<file path="src/rtl/fsm_packer_boxer.sv">
// Packs sealed-product pulses into boxes of BOX_SIZE, ejects each full box,
// waits for its removal and counts completed boxes. Bad arrivals set a sticky error.
module fsm_packer_boxer #(
    parameter int unsigned BOX_SIZE     = 6,
    parameter int unsigned EJECT_CYCLES = 4,
    parameter int unsigned CNT_W        = 8
) (
    input  logic             clk,
    input  logic             rst_n,
    input  logic             sealed_valid,
    input  logic             box_present,
    output logic             sealed_ready,
    output logic             packing,
    output logic             ejecting,
    output logic             drop_err,
    output logic [3:0]       item_count,
    output logic [CNT_W-1:0] box_count,
    output logic [1:0]       state_indicator
);

    localparam int unsigned ITEM_W = 4;
    localparam logic [ITEM_W-1:0] BOX_FULL   = ITEM_W'(BOX_SIZE);
    localparam logic [ITEM_W-1:0] EJECT_LOAD = ITEM_W'(EJECT_CYCLES - 1);

    typedef enum logic [1:0] {
        S_IDLE        = 2'b00,
        S_FILL        = 2'b01,
        S_EJECT       = 2'b10,
        S_WAIT_REMOVE = 2'b11
    } state_t;

    state_t            state;
    logic [ITEM_W-1:0] eject_cnt;
    logic              accept;
    logic              drop;

    // Ready is the one combinational output: it gates the same-cycle accept.
    assign sealed_ready    = (state == S_FILL) && box_present && (item_count < BOX_FULL);
    assign accept          = sealed_valid && sealed_ready;
    assign drop            = sealed_valid && !sealed_ready;
    assign state_indicator = state;

    always_ff @(posedge clk) begin
        if (!rst_n) begin
            state      <= S_IDLE;
            packing    <= 1'b0;
            ejecting   <= 1'b0;
            drop_err   <= 1'b0;
            item_count <= '0;
            box_count  <= '0;
            eject_cnt  <= '0;
        end else begin
            if (drop) begin
                drop_err <= 1'b1;
            end
            case (state)
                S_IDLE: begin
                    item_count <= '0;
                    if (box_present) begin
                        state   <= S_FILL;
                        packing <= 1'b1;
                    end
                end
                S_FILL: begin
                    if (!box_present) begin
                        // Partial box pulled away: its contents are lost.
                        state      <= S_IDLE;
                        packing    <= 1'b0;
                        item_count <= '0;
                        drop_err   <= 1'b1;
                    end else if (accept) begin
                        item_count <= item_count + ITEM_W'(1);
                        if ((item_count + ITEM_W'(1)) == BOX_FULL) begin
                            state     <= S_EJECT;
                            packing   <= 1'b0;
                            ejecting  <= 1'b1;
                            box_count <= box_count + CNT_W'(1);
                            eject_cnt <= EJECT_LOAD;
                        end
                    end
                end
                S_EJECT: begin
                    if (eject_cnt == '0) begin
                        state      <= S_WAIT_REMOVE;
                        ejecting   <= 1'b0;
                        item_count <= '0;
                    end else begin
                        eject_cnt <= eject_cnt - ITEM_W'(1);
                    end
                end
                S_WAIT_REMOVE: begin
                    // Only a removal lets a new box start; a lingering box is ignored.
                    if (!box_present) begin
                        state <= S_IDLE;
                    end
                end
                default: begin
                    state <= S_IDLE;
                end
            endcase
        end
    end

endmodule
</file>
<file path="config.mk">
export PLATFORM = sky130hd
export DESIGN_NAME = fsm_packer_boxer
export DESIGN_NICKNAME = d
export VERILOG_FILES = /design/src/rtl/fsm_packer_boxer.sv
export SDC_FILE = /design/constraint.sdc
export NUM_CORES = 1
export LEC_CHECK = 0
export CAP_MARGIN = 0
export CORE_ASPECT_RATIO = 1.1
export CORE_UTILIZATION = 45
export DETAILED_ROUTE_END_ITERATION = 10
export PLACE_DENSITY_LB_ADDON = 0.12
export SETUP_SLACK_MARGIN = 0.15
export SYNTH_ARGS = -nofsm -noshare
export SYNTH_HDL_FRONTEND = slang
export SYNTH_SLANG_ARGS = --single-unit
</file>
<file path="constraint.sdc">
create_clock -name clk -period 2.63 [get_ports clk]
set_clock_uncertainty 0.2 [all_clocks]
set_input_delay 0.526 -clock clk [delete_from_list [all_inputs] [get_ports clk]]
set_output_delay 0.526 -clock clk [all_outputs]
set_load 0.03 [all_outputs]
</file>
**After elaboration in Yosys (flattened, before gate mapping)**

Cells that the tools add are included.
W data, S select, Z words.

- $add $sub $neg: 3
- Reduce and logical (&&, ||, !) cells: 16
- Mux-type cells: 29
- Equal/unequal tests: 13
- Order comparisons: 1

Operators by type and width:

| cell | count |
|---|---|
| $mux W4 | 7 |
| $reduce_and A5 Y1 | 3 |
| $mux W2 | 6 |
| $ne A2 B2 Y1 const B | 6 |
| $pmux W4 S3 | 1 |
| $mux W1 | 11 |
| $add A8 B1 Y8 const B | 1 |
| $pmux W2 S4 | 1 |
| $pmux W4 S2 | 1 |
| $reduce_and A4 Y1 | 2 |
| $add A4 B1 Y4 const B | 1 |
| $eq A2 B2 Y1 const B | 2 |
| $eq A4 B3 Y1 const B | 1 |
| $logic_and A1 B1 Y1 | 4 |
| $logic_not A4 Y1 | 1 |
| $lt A4 B3 Y1 const B | 1 |
| $pmux W1 S2 | 2 |
| $reduce_bool A2 Y1 | 2 |
| $sub A4 B1 Y4 const B | 1 |
| $ne A3 B2 Y1 const B | 1 |
| $ne A3 B3 Y1 const B | 1 |
| $reduce_and A3 Y1 | 1 |
| $reduce_bool A3 Y1 | 1 |
| $eq A2 B1 Y1 const B | 1 |
| 3 further kinds | 3 |

- Input port bits: 4
- Register bits after elaboration: 21
- Output and inout port bits: 18

**Logic depth before layout (Yosys ltp)**

- Depth after elaboration: 8
- Mapped depth: 6

**Worst setup path after synthesis**

Ideal clock, no wire load.

- Path kind: flip-flop to flip-flop
- Start point: reg item_count[1]
- End point: reg eject_cnt[1]
- Buffers on the path: 0
- Data arrival time: 1.723 ns
- Data required time: 2.308 ns
- Stages on the path, launching flop included: 6
- Setup slack: 0.586 ns
- Cells stage by stage: dfxtp_1 > ha_1 > nor2b_1 > a21oi_1 > nor3_2 > o311a_1

- Longest elaborated chain between the ends: 5
- Elaborated cells on any way between the ends: 8
- Classes of those cells: add/sub: 1; order compare: 1; eq/ne: 3; reduce/logical: 3

Ends and longest elaborated chain:

| what | RTL line | RTL |
|---|---|---|
| from (decl) | 16 | `output logic [3:0] item_count,` |
| from (signal assigned) | 72 | `item_count <= item_count + ITEM_W'(1);` |
| branches (longest 4 deep; another with $add A4 B1 Y4) | - |  |
| $reduce_and A5 Y1 (no source line) * | - |  |
| to (signal assigned) | 88 | `eject_cnt <= eject_cnt - ITEM_W'(1);` |
| to (decl) | 33 | `logic [ITEM_W-1:0] eject_cnt;` |

Mark *: on every way between the ends.
A chain may end at the register's enable or synchronous reset.

**Worst setup path after layout**

- Start point: in box_present
- End point: out sealed_ready

- Longest elaborated chain between the ends: 2

Ends and longest elaborated chain:

| what | RTL line | RTL |
|---|---|---|
| from (decl) | 11 | `input logic box_present,` |
| $logic_and A1 B1 Y1 (2 in a row) | 38 | `assign sealed_ready = (state == S_FILL) && box_present && (item_count < BOX_FULL);` |
| to (decl) | 12 | `output logic sealed_ready,` |

Every way passes these cells.

==> impl_results.md <==
- CP Launch Type: input pin
- Unique cell type count in the Yosys netlist: 41
- Post-route ant nets: 0
- Wire length per cell: 13.5 um
- Worst hold stages: 2
- Max Fclk: 422 MHz
- Vias/cell: 5.65
- FF-to-FF End: eject_cnt[0]$_SDFFE_PN0P_
- Seq pwr share: 0.599
- Vias in the first global route: 942
- Clk Latency, worst-skew pair: 0.30 ns
- CTS clk-pin slew, worst paths: 0.11 ns
- H-tree Lvls: 1
- Deepest clock path buffer count: 2
- Switch share: 0.256
- Fin crit period: 2.37 ns
- Placed Cells: 186
- DIE AREA: 0.00276 mm^2
- Post-Syn Area: 0.00115 mm^2
- Finished Cell Area: 0.00144 mm^2
- Dpl hpwl: 1850 um
- RSZ-0062 raised after global routing: false
- Total grt overflow: 0
- DR iter-0 viols: 16
- Initial Util: 0.496
- DRC: 0
- Top FF cell, synth: dfxtp_1
- CTS resizes: 0
- Port-buffer cells: 21
- Hold EP: box_count[7]$_SDFFE_PN0P_
- Measured slew at the worst slew-check pin: 0.594 ns
- Ratio of final minimum period to clock period: 0.901
- GPL Wtd Cong: 0.920
- Commonest non-fill, non-tap cell in the layout: dfxtp_1
- CTS tree: done
- Post-CTS Setup Bufs: 0
- Leakage: 0.494 nW
- Post-route setup slack: 0.259 ns
- PwrDens: 380 mW/mm^2
- Core box area: 0.00232 mm^2
- Area grow syn2layout: 25.6%
- Max Slew Vio Count: 0
- Post-synthesis average cell area: 8.58 um^2
- Crit path max-delay family: buffers and inverters
- Area after DPL: 0.00142 mm^2
- Layout cell share with drive strength beyond 1: 0.0813
- Initial antenna violation count: 0
- Final instance count without filler cells: 190
- CP arrival: 1.64 ns
- RR Startpoint: item_count[1]$_SDFFE_PN0P_
- Warning count from the yosys run: 0
- Number of clock sinks: 21
- Final Routed Wirelength: 2570 um
- DRT Pass-1 Iters: 5
- Slowest CP cell: clkdlybuf4s50_1
- Hold_sp: box_count[7]$_SDFFE_PN0P_
- CTS Buf Count: 3
- Hold-fix buffers at CTS: 0
- Diodes inserted: 0
- Vert. Die Dim: 55.0 um
- Buffers and inverters on the worst path: 3
- Clock power frac: 0.287
- Critical Path End Type: output pin
- Number of synthesized flops with an enable pin: 0
- Fraction of registers with async set/reset: 0
- Status: finished clean
- Final Hold Viols: 0
- Req. time, crit path: 1.90 ns
- Total power: 0.548 mW
- Root Buffer: clkbuf_4
- Die Width: 50.2 um
- Dpl ws: 0.141 ns
- Synth Net Count: 143
- Post-synthesis register bit count: 21
- R2R cell count: 6
- Hold WC Path Type: flop to flop
- Combinational Power Share: 0.113
- Internal power: 0.408 mW
- Setup violations, final: 0
- Setup Crit Path Kind: input pin to output pin
- Total track usage: 0.198
- Register area share after synthesis: 0.366
- Max stage delay on crit path: 0.47 ns
- Most frequent cells in the layout: 21 x dfxtp_1, 20 x clkdlybuf4s50_1, 17 x nand2_1, 10 x nand2b_1, 8 x nand3_1
- Peak VDD IR: 0.289 mV
- Setup TNS: 0 ns
- Fin Hold WS: 0.283 ns
- Via count: 1,073
- Cell Chain, Critical Path: clkdlybuf4s50_1 > and3b_1 > nand2_1 > inv_1 > buf_4
- Largest net degree at the start of global routing: 13
- IO Pins: 22
- CP Max Fanout: 6
- R2R Setup Slk: 0.47 ns
- Final core utilization: 0.622
- Syn Inst Count: 134
- Worst slew margin: 0.604
- Max-Cap Viols: 0
- Switch Pwr: 0.140 mW
- First-pass GRT wire length: 4050 um
- Nets@finish: 170
- Site row count: 18
==> power groups by stage <==
stage	combinational [mW]	sequential, mW	clock, mW
after floorplan	0.0258	0.344	0
after global placement	0.0603	0.335	0
after detailed placement	0.0620	0.335	0
after CTS	0.0622	0.328	0.163
after global routing	0.0671	0.329	0.173
final	0.0621	0.328	0.158
==> cell usage after synthesis (3+ instances only) <==
master / n / area [um^2]
a21oi_1: 7 / 35.0
nor4_1: 4 / 25.0
clkbuf_1: 4 / 15.0
dfxtp_1: 21 / 420
nor2b_1: 4 / 25.0
nor2_1: 4 / 15.0
nand3_1: 8 / 40.0
inv_1: 5 / 18.8
nand2_1: 17 / 63.8
ha_1: 5 / 62.6
nand3b_1: 4 / 30.0
nand2b_1: 10 / 62.6
o211ai_1: 3 / 22.5
mux2i_1: 6 / 60.1
==> worst max path at each step <==
stage | startpoint | endpoint | slack [ns] | cells past startpoint
finish | box_present | sealed_ready | 0.26 | 5
global route | box_present | sealed_ready | 0.19 | 5
CTS | box_present | sealed_ready | 0.26 | 5
detailed placement | box_present | box_count[5]$_SDFFE_PN0P_ | 0.14 | 5
global placement | box_present | box_count[5]$_SDFFE_PN0P_ | 0.20 | 5
floorplan | item_count[1]$_SDFFE_PN0P_ | eject_cnt[1]$_SDFFE_PN0P_ | 0.59 | 5
==> registers in the layout, summed over array words and instances (netlist names), named ones only <==
signal,cells
ejecting,1
item_count,4
box_count,8
eject_cnt,4
packing,1
drop_err,1
state_indicator,1
==> worst register-to-register path: stages, from the launching register on <==
cell and delay, ns:
dfxtp_1 0.48, ha_1 0.24, nor2b_1 0.08, a21oi_1 0.50, nor3_2 0.06, buf_4 0.18
o311a_1 0.32
==> per-layer routing <==
layer | up-vias | GRT usage | routed length, um
met4 | 0 | 0.110 | 23
met3 | 4 | 0.0273 | 86
met5 | - | 0 | 0
met1 | 504 | 0.235 | 1220
li1 | 543 | - | -
met2 | 22 | 0.351 | 1240
==> logic make-up (layout without fill, tap and decap cells) <==
kind of cell,after synthesis,count (layout),share of synthesized area
AOI/OAI and AO/OA,27,27,0.166
adders and majority gates,5,5,0.0544
buffers and inverters,11,37,0.0392
DFF,21,21,0.366
and+or+nand+nor,64,64,0.322
muxes,6,6,0.0522
==> area by class of cell <==
class / count / area (um^2)
fill: 219 / 876
multi-input combinational: 102 / 684
sequential: 21 / 420
timing repair buffer: 27 / 253
tap: 30 / 37.5
clock buffer: 4 / 26.3
inverter: 6 / 22.5
Power figures use the tool's default switching activity.
==> variant 1, RTL diff (same flow settings) <==
Put one more register stage on the output `box_count`, with the module's reset. The value now appears one clock later. The other outputs are not delayed to match.
--- a/src/rtl/fsm_packer_boxer.sv
+++ b/src/rtl/fsm_packer_boxer.sv
@@ -31,2 +31,4 @@
 
+    logic [CNT_W-1:0] box_count_s0;
+
     state_t            state;
@@ -49,3 +51,3 @@
             item_count <= '0;
-            box_count  <= '0;
+            box_count_s0 <= '0;
             eject_cnt  <= '0;
@@ -76,3 +78,3 @@
                             ejecting  <= 1'b1;
-                            box_count <= box_count + CNT_W'(1);
+                            box_count_s0 <= box_count_s0 + CNT_W'(1);
                             eject_cnt <= EJECT_LOAD;
@@ -103,2 +105,10 @@
 
+    always_ff @(posedge clk) begin
+        if (!rst_n) begin
+            box_count <= '0;
+        end else begin
+            box_count <= box_count_s0;
+        end
+    end
+
 endmodule
Formal check against the unedited RTL: not equivalent (a bounded check fails within 10 cycles, from zero or initial values and one cycle with rst_n low).
==> variant 1 against the original RTL <==
Routed wire length grew 9.0%. Worst setup slack gained 0.020 ns. Sequential share of layout area grew 5.6 points. Largest power group unchanged. Count of clock-buffer cells in the layout grew 1. Critical path type unchanged. Area after synthesis grew 16%. Sequential cell count grew 8. Global-route usage grew 1.1 points. Highest routed layer unchanged. Cell area grew 16%. Power grew 45%.
==> variant 1: results (changes against the original RTL) <==
| Metric | Value |
|---|---|
| Outcome | `finished clean` |
| Synth Instances | `158 (+18%)` |
| Share of layout cells above drive strength 1 | `10.5% (+2.4 points)` |
| Headroom to the max-slew limit | `62.4% (+2.0 points)` |
| Syn Nets | `167 (+17%)` |
| FF-to-FF Start | `eject_cnt[0]` |
| Hold crit path type | `reg2reg` |
| RR Endpoint | `item_count[1]` |
| Register area share after synthesis | `43.5% (+7.0 points)` |
| R2r setup slk | `0.48 ns` |
| Violation count after the first detailed-routing iteration | `28 (+12)` |
| Dpl hpwl | `2060 um (+11%)` |
| Initial antenna violation count | `0 (unchanged)` |
| Latest clock arrival within the worst-skew pair | `0.33 ns (+0.03 ns)` |
| CP max FO | `4 (-2)` |
| Placer Congestion | `0.835 (-9.2%)` |
| CP endpoint | `sealed_ready` |
| Synth top area cells | `dfxtp_1 44%, a21oi_1 5.6%, ha_1 4.7%, nand2_1 3.9%, nor2_1 3.4%` |
| Vias in the first global route | `1,127 (+20%)` |
| Synth warnings | `0 (unchanged)` |
| Fillcell total | `273 (+25%)` |
| Setup bufs post-CTS | `0 (unchanged)` |
| Largest net degree at the start of global routing | `18 (+5)` |
| Critical Path Start | `box_present` |
| Top Registers | `box_count x8, box_count_s0 x8` |
| Wire length per cell | `12.6 um (-7.1%)` |
| FFs w/ async S/R, synth | `0% (unchanged)` |
| Worst reg-to-reg path cell count | `7 (+1)` |
| Post-synth cell types | `40 (-2.4%)` |
| Max VDD drop | `0.400 mV (+38%)` |
| First-pass GRT wire length | `4800 um (+18%)` |
| Vias per inst | `5.43 (-3.9%)` |
| Maximum root-to-sink buffer count | `2 (unchanged)` |
| Drt total wl | `2800 um (+9.0%)` |
| Crit path DAT | `1.62 ns (-0.02 ns)` |
| Gr usage total | `21.0% (+1.1 points)` |
| Htree depth | `2 (+1)` |
| Count of cells resized by post-cts repair | `0 (unchanged)` |
| Drt pass-1 iters | `4 (-1)` |
| Ant. Diodes | `0 (unchanged)` |
| Placed Cells | `215 (+16%)` |
| Crit path largest cell delay | `0.53 ns (+0.06 ns)` |
| Pleak | `0.000643 uW (+30%)` |
| Total CTS buffers | `5 (+2)` |
| Hold buffers post-CTS | `0 (unchanged)` |
| Post-layout nets | `198 (+16%)` |
| Synth cell count leaders | `29 x dfxtp_1, 15 x a21oi_1, 14 x nand2_1` |
| CP max stage cell | `clkdlybuf4s50_1` |
| Worst hold path startpoint | `box_count_s0[7]` |
-- variant 1: cell types whose count changed after synthesis, sizes merged, moves of 4 or more --
cell    change
dfxtp       +8
and2        +6
nor2        +8
nand2b      -6
mux2i       -6
o21ai       +9
or3         +4
inv         +6
a21oi       +7
-- variant 1: per-layer routing --
| layer | up-vias | global-route usage, % | share of wire (%) |
|---|---|---|---|
| li1 | 623 | - | - |
| met1 | 558 | 24.0 | 46 |
| met2 | 25 | 34.2 | 48 |
| met3 | 4 | 8.46 | 4.4 |
| met4 | 0 | 7.89 | 1.0 |
| met5 | - | 0 | 0 |
-- variant 1: cell families (layout without fill, tap and decap cells) --
family | Yosys count | after routing | share of synthesized area, %
AND/OR/NAND/NOR | 65 | 65 | 27.3
buffers and inverters | 17 | 49 | 5.16
adder cells (fa/ha/maj) | 5 | 5 | 4.69
AO/OA/AOI/OAI | 42 | 42 | 19.3
flip-flops | 29 | 29 | 43.5
-- variant 1: worst min-delay path by stage --
stage | endpoint | slack [ns] | cells after the start
4_1_cts | box_count[7] | 0.28 | 2
3_5_place_dp | box_count[7] | 0.26 | 2
3_3_place_gp | box_count[7] | 0.26 | 2
5_1_grt | box_count[7] | 0.31 | 2
2_1_floorplan | box_count[7] | 0.24 | 2
6_report | box_count[7] | 0.27 | 2
-- variant 1: report_power, final --
part	leakage [uW]	total (uW)	switching, uW	internal [uW]
sequential	0.000235	452	6.64	445
combinational	0.000378	80.3	47.1	33.2
clock	0.0000310	263	162	101
total	0.000643	795	216	579
-- variant 1: layout make-up --
| class | instances | area share, % |
|---|---|---|
| clock buffer | 5 | 2.25 |
| clock inverter | 3 | 1.05 |
| inverter | 13 | 2.92 |
| multi-input combinational | 112 | 41.0 |
| sequential | 29 | 34.8 |
| tap | 33 | 2.47 |
| timing repair buffer | 28 | 15.6 |
-- variant 1: worst reg2reg max path, delay by kind of cell, from the launching register on --
kind                     cells  cell delay (ns)
AO/OA/AOI/OAI                2             0.35
adder cells (fa/ha/maj)      1             0.20
buffers and inverters        1             0.10
flip-flops                   1             0.34
AND/OR/NAND/NOR              3             0.87
-- variant 1: through the flow --
stage / hold slack [ns] / setup WS (ns) / util [%] / cell area (sq um)
after floorplan: 0.236 / 0.506 / - / 1330
after global placement: 0.262 / 0.0855 / 57.6 / 1620
after detailed placement: 0.258 / 0.0613 / 57.6 / 1620
after CTS: 0.280 / 0.280 / 59.6 / 1670
after global routing: 0.312 / 0.223 / 59.6 / 1670
final: 0.273 / 0.279 / 59.6 / 1670
==> variant 2, RTL diff (config.mk and constraints unchanged) <==
Without the edit above. Change the parameter `CNT_W` from 8 to 12.
--- a/src/rtl/fsm_packer_boxer.sv
+++ b/src/rtl/fsm_packer_boxer.sv
@@ -5,3 +5,3 @@
     parameter int unsigned EJECT_CYCLES = 4,
-    parameter int unsigned CNT_W        = 8
+    parameter int unsigned CNT_W        = 12
 ) (
Interface: changed (resized box_count); port bits go from 22 to 26. The function was not compared with the original's and may differ.
==> variant 2 against the original RTL <==
Via count grew 17%. Synthesized cell count increased by 19%. Count of clock-buffer cells in the layout fell by 1. Sequential cell count is 4 higher. Worst hold slack improved by 0.0018 ns. Area after synthesis increased by 16%. Routed wire length up 13%. Worst setup slack gained 0.031 ns. Cell area increased by 15%. Power rose by 12%. Cell count grew 16%. Register-to-register slack gained 0.05 ns.
==> variant 2: results (changes against the original RTL) <==
| Metric | Value |
|---|---|
| Drt pass-1 iters | `4 (-1)` |
| R2r setup slk | `0.52 ns (+0.05 ns)` |
| Htree depth | `1 (unchanged)` |
| Violation count after the first detailed-routing iteration | `29 (+13)` |
| Placer Congestion | `0.819 (-11%)` |
| FFs w/ async S/R, synth | `0% (unchanged)` |
| Crit path DAT | `1.61 ns (-0.03 ns)` |
| Max VDD drop | `0.215 mV (-25%)` |
| Syn Nets | `169 (+18%)` |
| Setup bufs post-CTS | `0 (unchanged)` |
| CTS clk-pin slew, worst paths | `0.14 ns (+0.03 ns)` |
| Gr usage total | `20.5% (+0.70 points)` |
| Synth top area cells | `dfxtp_1 37%, a21oi_1 7.1%, mux2i_1 5.2%, nand2_1 5.1%, ha_1 4.7%` |
| Total CTS buffers | `3 (unchanged)` |
| IO buf count | `25 (+19%)` |
| Outcome | `finished clean` |
| Hold crit path type | `reg2reg` |
| Crit path largest cell delay | `0.74 ns (+0.27 ns)` |
| Post-synthesis xor/xnor area fraction | `0% (unchanged)` |
| FF-to-FF Start | `eject_cnt[0]` |
| Maximum root-to-sink buffer count | `2 (unchanged)` |
| Primary FF master, synth | `dfxtp_1` |
| Vias per inst | `5.70 (+0.88%)` |
| Post-layout nets | `198 (+16%)` |
| Ant. Diodes | `0 (unchanged)` |
| Dpl hpwl | `2080 um (+12%)` |
| First-pass GRT wire length | `4850 um (+20%)` |
| Cell family with most CP delay | `buffers and inverters` |
| Top Registers | `box_count x12, eject_cnt x4, item_count x4` |
| Initial antenna violation count | `0 (unchanged)` |
| CP max stage cell | `clkdlybuf4s50_1` |
| Synth warnings | `0 (unchanged)` |
| Mux contribution to synthesized area | `5.24% (+0.020 points)` |
| Clock root buffer | `clkbuf_4` |
| Adder-Cell Fraction of Synth Area | `4.68% (-0.76 points)` |
| Share of layout cells above drive strength 1 | `9.57% (+1.4 points)` |
| Latest clock arrival within the worst-skew pair | `0.32 ns (+0.02 ns)` |
| Synth Area in Compound Gates | `18.5% (+1.9 points)` |
| Pleak | `0.000587 uW (+19%)` |
| Post-synth cell types | `38 (-7.3%)` |
| Worst Tran Pin Value | `0.464 ns (-0.130 ns)` |
| Hold Crit Endpoint | `box_count[11]` |
| Pre-CTS WS | `0.0378 ns (-0.103 ns)` |
| Vias in the first global route | `1,141 (+21%)` |
| Worst hold path startpoint | `box_count[11]` |
| Register area share after synthesis | `37.5% (+0.89 points)` |
| RR Endpoint | `item_count[1]` |
| Worst reg-to-reg path cell count | `7 (+1)` |
| Drt total wl | `2890 um (+13%)` |
| CP max FO | `10 (+4)` |
| Synth cell count leaders | `25 x dfxtp_1, 19 x a21oi_1, 18 x nand2_1` |
| Hold depth | `2 (unchanged)` |
| Largest net degree at the start of global routing | `22 (+9)` |
| Cell area after placement | `1640 sq um (+15%)` |
## variant 2: cell types whose count changed in the layout (fill, tap and decap cells not counted), sizes merged, moves of 3 or more
cell and delta:
a21oi +11, clkdlybuf4s50 +3, dfxtp +4, inv +4, nand3 -6, nand3b -3
nor4 +4, o21ai +7, or3 +4
## variant 2: how the worst max path moves through the flow
stage / start / endpoint / slack (ns)
after global placement: box_present / box_count[3] / 0.11
after detailed placement: box_present / eject_cnt[1] / 0.04
after global routing: state_indicator[0] / state_indicator[0] / 0.17
after floorplan: item_count[1] / eject_cnt[1] / 0.54
final: state_indicator[0] / state_indicator[0] / 0.29
after CTS: box_present / sealed_ready / 0.16
## variant 2: timing repair
item                       CTS  global route
resized for setup            0             1
setup endpoints to repair    0             1
hold buffers                 0             0
## variant 2: per-layer routing
metal | track usage [%] | vias to the layer above | wire length (um)
li1 | - | 638 | -
met1 | 28.8 | 586 | 1400
met2 | 31.4 | 33 | 1340
met3 | 2.31 | 2 | 133
met4 | 8.65 | 0 | 18
met5 | 0 | - | 0
## variant 2: logic make-up after synthesis
group / after synthesis
AND/OR/NAND/NOR: 65
AO/OA/AOI/OAI: 42
flip-flops: 25
buffers and inverters: 16
multiplexers: 7
adder cells (fa/ha/maj): 5
## variant 2: final cells by class
type,instances,area (sq um)
Clock inverter,1,5.00
Clock buffer,3,22.5
Multi-Input combinational cell,119,767
Inverter,9,33.8
Tap cell,33,41.3
Sequential cell,25,500
Fill cell,272,1140
Timing Repair Buffer,31,295
## variant 2: tightest hold or removal path: cells and delay by family (launching register included)
| family | cells | cell delay, ns |
|---|---|---|
| DFF | 1 | 0.34 |
| and+or+nand+nor | 1 | 0.06 |
| muxes | 1 | 0.05 |
## variant 2: stage by stage
stage                     hold WS, ns  std cells  total power (uW)  utilization (%)
after floorplan                 0.304        160               425                -
after global placement          0.255        217               448             58.3
after detailed placement        0.268        217               450             58.3
after CTS                       0.287        221               623             59.3
after global routing            0.322        221               649             59.4
final                           0.285        221               615             59.4
## variant 2: power breakdown
group          switching, uW  internal [uW]  leakage, uW
clock network            116           56.8    0.0000177
logic                   32.0           22.5     0.000367
registers               4.44            383     0.000202
